### src/rtl/wb_arb_pkg.sv
// Shared types and helpers for the two-master Wishbone arbiter.
// Provides the arbiter state encoding, the Wishbone request/response payloads
// and the round-robin owner selection used when leaving IDLE.
package wb_arb_pkg;

  localparam int unsigned ARB_NUM_MASTERS = 2;
  localparam int unsigned WB_ADR_W        = 32;
  localparam int unsigned WB_DAT_W        = 32;
  localparam int unsigned WB_SEL_W        = WB_DAT_W / 8;
  localparam int unsigned WB_TGD_W        = 4;

  typedef enum logic [1:0] {ARB_IDLE, ARB_OWN0, ARB_OWN1} arb_state_t;

  // Master-to-slave signals (cyc/stb/we/adr/sel/dat_o/tgd_o).
  typedef struct packed {
    logic                cyc;
    logic                stb;
    logic                we;
    logic [WB_ADR_W-1:0] adr;
    logic [WB_SEL_W-1:0] sel;
    logic [WB_DAT_W-1:0] dat;
    logic [WB_TGD_W-1:0] tgd;
  } wb_req_t;

  // Slave-to-master signals (ack/err/rty/dat_i/tgd_i).
  typedef struct packed {
    logic                ack;
    logic                err;
    logic                rty;
    logic [WB_DAT_W-1:0] dat;
    logic [WB_TGD_W-1:0] tgd;
  } wb_rsp_t;

  // On a tie the master that was not served last wins; last=1 means m1.
  function automatic arb_state_t next_owner(input logic req0, input logic req1,
                                            input logic last);
    arb_state_t nxt;
    nxt = ARB_IDLE;
    if (req0 && req1) begin
      nxt = last ? ARB_OWN0 : ARB_OWN1;
    end else if (req0) begin
      nxt = ARB_OWN0;
    end else if (req1) begin
      nxt = ARB_OWN1;
    end
    return nxt;
  endfunction

endpackage

### src/rtl/wb_watchdog.sv
// Bus watchdog: counts consecutive unterminated strobe cycles of the owner.
// Ports: clk_i, reset_n (async, active-low); clear (ownership change);
// pending (owner cyc&stb with no slave termination this cycle);
// expire (high in the cycle the stall reaches TIMEOUT cycles).
module wb_watchdog #(
  parameter int unsigned TIMEOUT   = 16,
  parameter int unsigned CNT_WIDTH = (TIMEOUT > 0) ? $clog2(TIMEOUT + 1) : 1
) (
  input  logic clk_i,
  input  logic reset_n,
  input  logic clear,
  input  logic pending,
  output logic expire
);

  localparam int unsigned LAST_CNT = (TIMEOUT > 0) ? TIMEOUT - 1 : 0;

  logic [CNT_WIDTH-1:0] cnt;

  // Expiry must land in the same cycle so the stalled strobe is terminated now.
  assign expire = (TIMEOUT != 0) && pending && (cnt == CNT_WIDTH'(LAST_CNT));

  // Stall counter; any termination, idle strobe or expiry restarts it.
  always_ff @(posedge clk_i or negedge reset_n) begin
    if (!reset_n) begin
      cnt <= '0;
    end else if (clear || !pending || expire) begin
      cnt <= '0;
    end else begin
      cnt <= cnt + CNT_WIDTH'(1);
    end
  end

endmodule

### src/rtl/wishbone_arbiter2.sv
// Two-master / one-slave Wishbone arbiter with round-robin grant held for a
// whole bus cycle and a watchdog that forces err on stalled strobes.
// Ports: clk_i, reset_n (async, active-low); m0_req/m0_rsp and m1_req/m1_rsp
// are the master sides; s_req/s_rsp the shared slave side; gnt is the
// registered one-hot owner (01 = m0, 10 = m1, 00 = idle).
module wishbone_arbiter2
  import wb_arb_pkg::*;
#(
  parameter int unsigned TIMEOUT   = 16,
  parameter int unsigned CNT_WIDTH = (TIMEOUT > 0) ? $clog2(TIMEOUT + 1) : 1
) (
  input  logic                       clk_i,
  input  logic                       reset_n,
  input  wb_req_t                    m0_req,
  output wb_rsp_t                    m0_rsp,
  input  wb_req_t                    m1_req,
  output wb_rsp_t                    m1_rsp,
  output wb_req_t                    s_req,
  input  wb_rsp_t                    s_rsp,
  output logic [ARB_NUM_MASTERS-1:0] gnt
);

  arb_state_t                 state, state_nxt;
  logic                       last, last_nxt;
  logic [ARB_NUM_MASTERS-1:0] gnt_nxt;
  logic                       owned;
  logic                       pending;
  logic                       expire;
  logic                       wd_clear;
  wb_req_t                    own_req;
  wb_rsp_t                    own_rsp;

  // State, last-served owner and grant register.
  always_ff @(posedge clk_i or negedge reset_n) begin
    if (!reset_n) begin
      state <= ARB_IDLE;
      last  <= 1'b1;
      gnt   <= '0;
    end else begin
      state <= state_nxt;
      last  <= last_nxt;
      gnt   <= gnt_nxt;
    end
  end

  // Next-state: the owner keeps the bus until it drops cyc, then hands over
  // directly to a waiting peer without an idle cycle.
  always_comb begin
    state_nxt = state;
    last_nxt  = last;
    case (state)
      ARB_IDLE: state_nxt = next_owner(m0_req.cyc, m1_req.cyc, last);
      ARB_OWN0: begin
        if (!m0_req.cyc) begin
          last_nxt  = 1'b0;
          state_nxt = m1_req.cyc ? ARB_OWN1 : ARB_IDLE;
        end
      end
      ARB_OWN1: begin
        if (!m1_req.cyc) begin
          last_nxt  = 1'b1;
          state_nxt = m0_req.cyc ? ARB_OWN0 : ARB_IDLE;
        end
      end
      default: state_nxt = ARB_IDLE;
    endcase
    gnt_nxt = {state_nxt == ARB_OWN1, state_nxt == ARB_OWN0};
  end

  // Owner selection and stall detection feeding the watchdog.
  always_comb begin
    owned    = (state == ARB_OWN0) || (state == ARB_OWN1);
    own_req  = (state == ARB_OWN1) ? m1_req : m0_req;
    pending  = owned && own_req.cyc && own_req.stb &&
               !(s_rsp.ack || s_rsp.err || s_rsp.rty);
    wd_clear = (state_nxt != state);
  end

  wb_watchdog #(
    .TIMEOUT  (TIMEOUT),
    .CNT_WIDTH(CNT_WIDTH)
  ) u_wdog (
    .clk_i  (clk_i),
    .reset_n(reset_n),
    .clear  (wd_clear),
    .pending(pending),
    .expire (expire)
  );

  // Steering: nothing is forwarded in IDLE; on expiry the strobe is withdrawn
  // from the slave and the owner sees err instead of a response.
  always_comb begin
    s_req   = '0;
    m0_rsp  = '0;
    m1_rsp  = '0;
    own_rsp = s_rsp;
    if (expire) begin
      own_rsp.ack = 1'b0;
      own_rsp.err = 1'b1;
      own_rsp.rty = 1'b0;
    end
    if (owned) begin
      s_req = own_req;
      if (expire) begin
        s_req.stb = 1'b0;
      end
      if (state == ARB_OWN0) begin
        m0_rsp = own_rsp;
      end else begin
        m1_rsp = own_rsp;
      end
    end
  end

endmodule

### config.mk
export PLATFORM = sky130hd
export DESIGN_NAME = wishbone_arbiter2
export DESIGN_NICKNAME = d
export VERILOG_FILES = /design/src/rtl/wb_arb_pkg.sv /design/src/rtl/wb_watchdog.sv /design/src/rtl/wishbone_arbiter2.sv
export SDC_FILE = /design/constraint.sdc
export NUM_CORES = 1
export LEC_CHECK = 0
export ABC_AREA = 1
export CAP_MARGIN = 20
export CORE_AREA = 2 2 134 136
export DETAILED_ROUTE_END_ITERATION = 10
export DIE_AREA = 0 0 136 138
export PLACE_DENSITY_LB_ADDON = 0.1
export SETUP_SLACK_MARGIN = 0.15
export SLEW_MARGIN = 5
export SYNTH_ARGS = -nofsm -noshare
export SYNTH_HDL_FRONTEND = slang
export SYNTH_SLANG_ARGS = --single-unit
### constraint.sdc
create_clock -name clk_i -period 2.5 [get_ports clk_i]
set_input_delay 0.5 -clock clk_i [delete_from_list [all_inputs] [get_ports clk_i]]
set_output_delay 0.5 -clock clk_i [all_outputs]
set_load 0.1 [all_outputs]
Yosys cells after proc, flatten, opt, wreduce, memory -nomap -nowiden
Cells that the tools add are included.
W data, S select, Z words.

word-level totals
  bits in registers = 10
  input port bits = 191
  output and inout port bits = 155

operators by class
  reductions and logical operators = 15
  multiplexer cells = 20
  eq/ne operators = 8
  add/subtract/negate cells = 1

operators by type and width
  kind                   number
  $mux W39               4
  $mux W75               2
  $mux W2                6
  $pmux W2 S3            1
  $add A5 B1 Y5 const B  1
  $eq A5 B4 Y1 const B   1
  $logic_and A1 B1 Y1    5
  $logic_or A1 B1 Y1     5
  $mux W5                1
  $eq A2 B1 Y1 const B   2
  $eq A2 B2 Y1 const B   2
  $mux W1                4
  $ne A2 B2 Y1 const B   2
  $mux W3                1
  $reduce_and A3 Y1      1
  $logic_not A1 Y1       2
  $logic_not A2 Y1       1
  $ne A2 B2 Y1           1
  $pmux W1 S2            1
  $reduce_bool A2 Y1     1

Depth between registers and ports, before layout
  word-level depth = 9
  mapped depth = 11
  mapped depth without buffers = 10

Hierarchy
From an unflattened synthesis, not the netlist that was laid out.

second synthesis, totals
  cell total of the unflattened synthesis = 459
  area total of the unflattened synthesis = 2336.0 um^2

modules (own cells, without submodules)
  module             instances  cells an instance  area an instance (um^2)
  wishbone_arbiter2  1          430                2094.5
  wb_watchdog        1          29                 241.5

Worst setup path before layout
No wires, ideal clock.

  path kind = register to output
  start point = register state[0]
  end point = output port m1_rsp[27] (netlist bit)
  cell stages (with the launch flop) = 8
  path slack = -0.735 ns
  arrival time = 2.735 ns
  buffers on the path = 2
  cells stage by stage = dfrtp_1 -> inv_1 -> ha_1 -> inv_1 -> or2_1 -> buf_2 -> buf_2 -> nor2_1

RTL lines
  item                    RTL line                 source
  start, declared         wishbone_arbiter2.sv:23  arb_state_t state, state_nxt;
  start signal, assigned  wishbone_arbiter2.sv:40  state <= state_nxt;
  end, declared           wishbone_arbiter2.sv:17  output wb_rsp_t m1_rsp,

==> flow_summary.json <==
{
  "status": "complete, no violations",
  "grt_max_degree": 76,
  "fin_nets": 1038,
  "io_pins": 346,
  "antenna_found_initial": 0,
  "synth_seq_cells": 10,
  "row_count": 49,
  "cts_buffers": 3,
  "min_path_type": "register to register",
  "syn_inst": 452,
  "grtUsageTotal_pct": 18.13,
  "clk_latency_ns": 0.24,
  "port_buffers": 345,
  "syn2layout_area_growth_pct": 366.2,
  "worst_pin_slew_ns": 0.4616,
  "firstDrtPassIters": 4,
  "ys_warn_count": 0,
  "holdBufCountCts": 0,
  "start_kind": "register",
  "htree_levels": 1,
  "clkSinkCount": 10,
  "arrival_ns": 1.90,
  "post-route-period-util_pct": 95.83,
  "drcViolationCount": 0,
  "critPathMaxFanout": 4,
  "cts_tree": "built",
  "ys_top_cells_by_area": "nor2_1 40%, o21ai_0 17%, dfrtp_1 10%, inv_1 8.8%, ha_1 4.6%",
  "worstSetupEndpointType": "output pin",
  "crit_required_ns": 2.00,
  "start_util_pct": 12.45,
  "syn-cell-area_mm2": 0.002183,
  "synth_area_per_cell_um2": 4.830,
  "vias_per_cell": 4.214,
  "fillers": 1476,
  "finalMaxSlewViolations": 0,
  "final.min_clock_period_ns": 2.396,
  "clk_pin_slew_ns": 0.04,
  "cap_violations": 0,
  "coreArea_mm2": 0.01753,
  "yosys.area.top_type_share_pct": 39.54,
  "synth_top_area_cell": "nor2_1",
  "syn_nets": 651,
  "fp.dieH_um": 138,
  "clockBufferDepth": 2,
  "fmax_mhz": 417.4,
  "drt_iter0_drc": 115,
  "die_w_um": 136,
  "gp_congestion": 0.8984,
  "vias": 4496,
  "yosysSeqAreaShare_pct": 11.52,
  "wl_per_cell_um": 19.43,
  "setup_violations": 0,
  "hold_viol": 0,
  "final_area_mm2": 0.01018,
  "clockRootBuffer": "clkbuf_16",
  "skew_ns": 0.005479,
  "grt_pass1_vias": 4534,
  "synth_cell_types": 26,
  "place_area_mm2": 0.008295,
  "diodes": 0,
  "hpwl_mm": 13.75,
  "ant_nets": 0,
  "crit_type": "register to output pin",
  "slew-limit-headroom_pct": 69.13,
  "wl_mm": 20.73,
  "grt_pass1_wl_mm": 26.77,
  "rsz0062_at_grt": "true",
  "die-area_mm2": 0.01877,
  "drive_gt1_share_pct": 56.80,
  "grt-ovfl-total": 0
}
## layout make-up
class / instances / area, um^2 / area share (%)
Clock buffer: 4 / 78.83 / 0.7743
Inverter: 53 / 201.4 / 1.979
Multi-Input combinational cell: 357 / 3187 / 31.31
Sequential cell: 10 / 252.7 / 2.483
Tap cell: 229 / 286.5 / 2.815
Timing Repair Buffer: 414 / 6173 / 60.64
## cell usage after synthesis, drive strengths merged
cell / n
nand2: 23
buf: 13
and3: 1
a21oi: 1
nor3b: 1
inv: 53
nor3: 7
nor2: 230
dfstp: 1
dfrtp: 9
nand3: 8
ha: 8
xor2: 1
clkbuf: 19
xnor2: 1
o21ai: 74
or2: 1
a32o: 1
## cell usage in the layout (no fill, tap or decap), drive strengths merged, types with 5 or more instances in the layout
cell type and count:
dfrtp 9, buf 209, nand3 8, clkbuf 19, nor2 230, inv 53, clkdlybuf4s50 185, o21ai 74
ha 8, dlygate4sd2 5, nor3 7, nand2 23
## stage by stage
stage	TNS, ns	hold WS [ns]	cells	util (%)	worst slack, ns
3_3_place_gp	-0.3310	0.4533	1012	47.31	-0.1781
3_5_place_dp	-0.2750	0.4674	1012	47.31	-0.1502
2_1_floorplan	-23.50	0.2044	452	-	-0.5329
5_1_grt	-0.004007	0.5672	1067	58.06	-0.004007
6_report	0	0.5500	1067	58.06	0.1041
4_1_cts	0	0.5588	1039	51.80	0.08233
## flip-flops by register name, indices dropped and copies added, names as in the netlist
signal / cells
state: 2
last: 1
u_wdog.cnt: 5
gnt: 2
## worst max-delay path, stage by stage, from the launching register on
cell and delay, ns:
dfrtp_1 0.38, inv_2 0.13, ha_4 0.23, buf_12 0.13
buf_6 0.11, nand3_4 0.06, nor3b_2 0.05, buf_4 0.14
buf_6 0.11, nor2_4 0.12, buf_12 0.18
## cells by family after synthesis
family / after synthesis / synth area share [%]
AO/OA/AOI/OAI: 76 / 17.65
XOR/XNOR: 2 / 0.8024
adder cells (fa/ha/maj): 8 / 4.585
buffers and inverters: 85 / 15.64
flip-flops: 10 / 11.52
AND/OR/NAND/NOR: 271 / 49.80
## timing repair
action                                 in CTS  in global routing
buffers inserted                           15                  6
setup endpoints to repair                 145                152
gates resized for setup                   127                196
pin swaps                                  16                 27
gates cloned                                8                 22
endpoints found under the hold margin       0                  0
## path summary, 6_finish.rpt
path | slack, ns | cells past startpoint | to | startpoint
worst max-delay path | 0.10 | 10 | s_req[73] | state[0]
worst min-delay path | 0.55 | 2 | u_wdog.cnt[0] | u_wdog.cnt[0]
worst max register to register | 0.40 | 14 | u_wdog.cnt[0] | state[0]
worst min register to register | 0.55 | 2 | u_wdog.cnt[0] | u_wdog.cnt[0]
max in group asynchronous | 1.57 | 1 | state[1] | reset_n
min in group asynchronous | 0.58 | 1 | u_wdog.cnt[3] | reset_n
## routing by layer
layer,vias up,wire (um),track usage [%]
li1,2165,-,-
met1,2127,7827,19.81
met2,179,11150,35.36
met3,25,1334,3.667
met4,0,421,3.673
met5,-,0,0
Power is not shown: default switching activity piles up to over one toggle a cycle in this logic, so the estimate is an artifact.
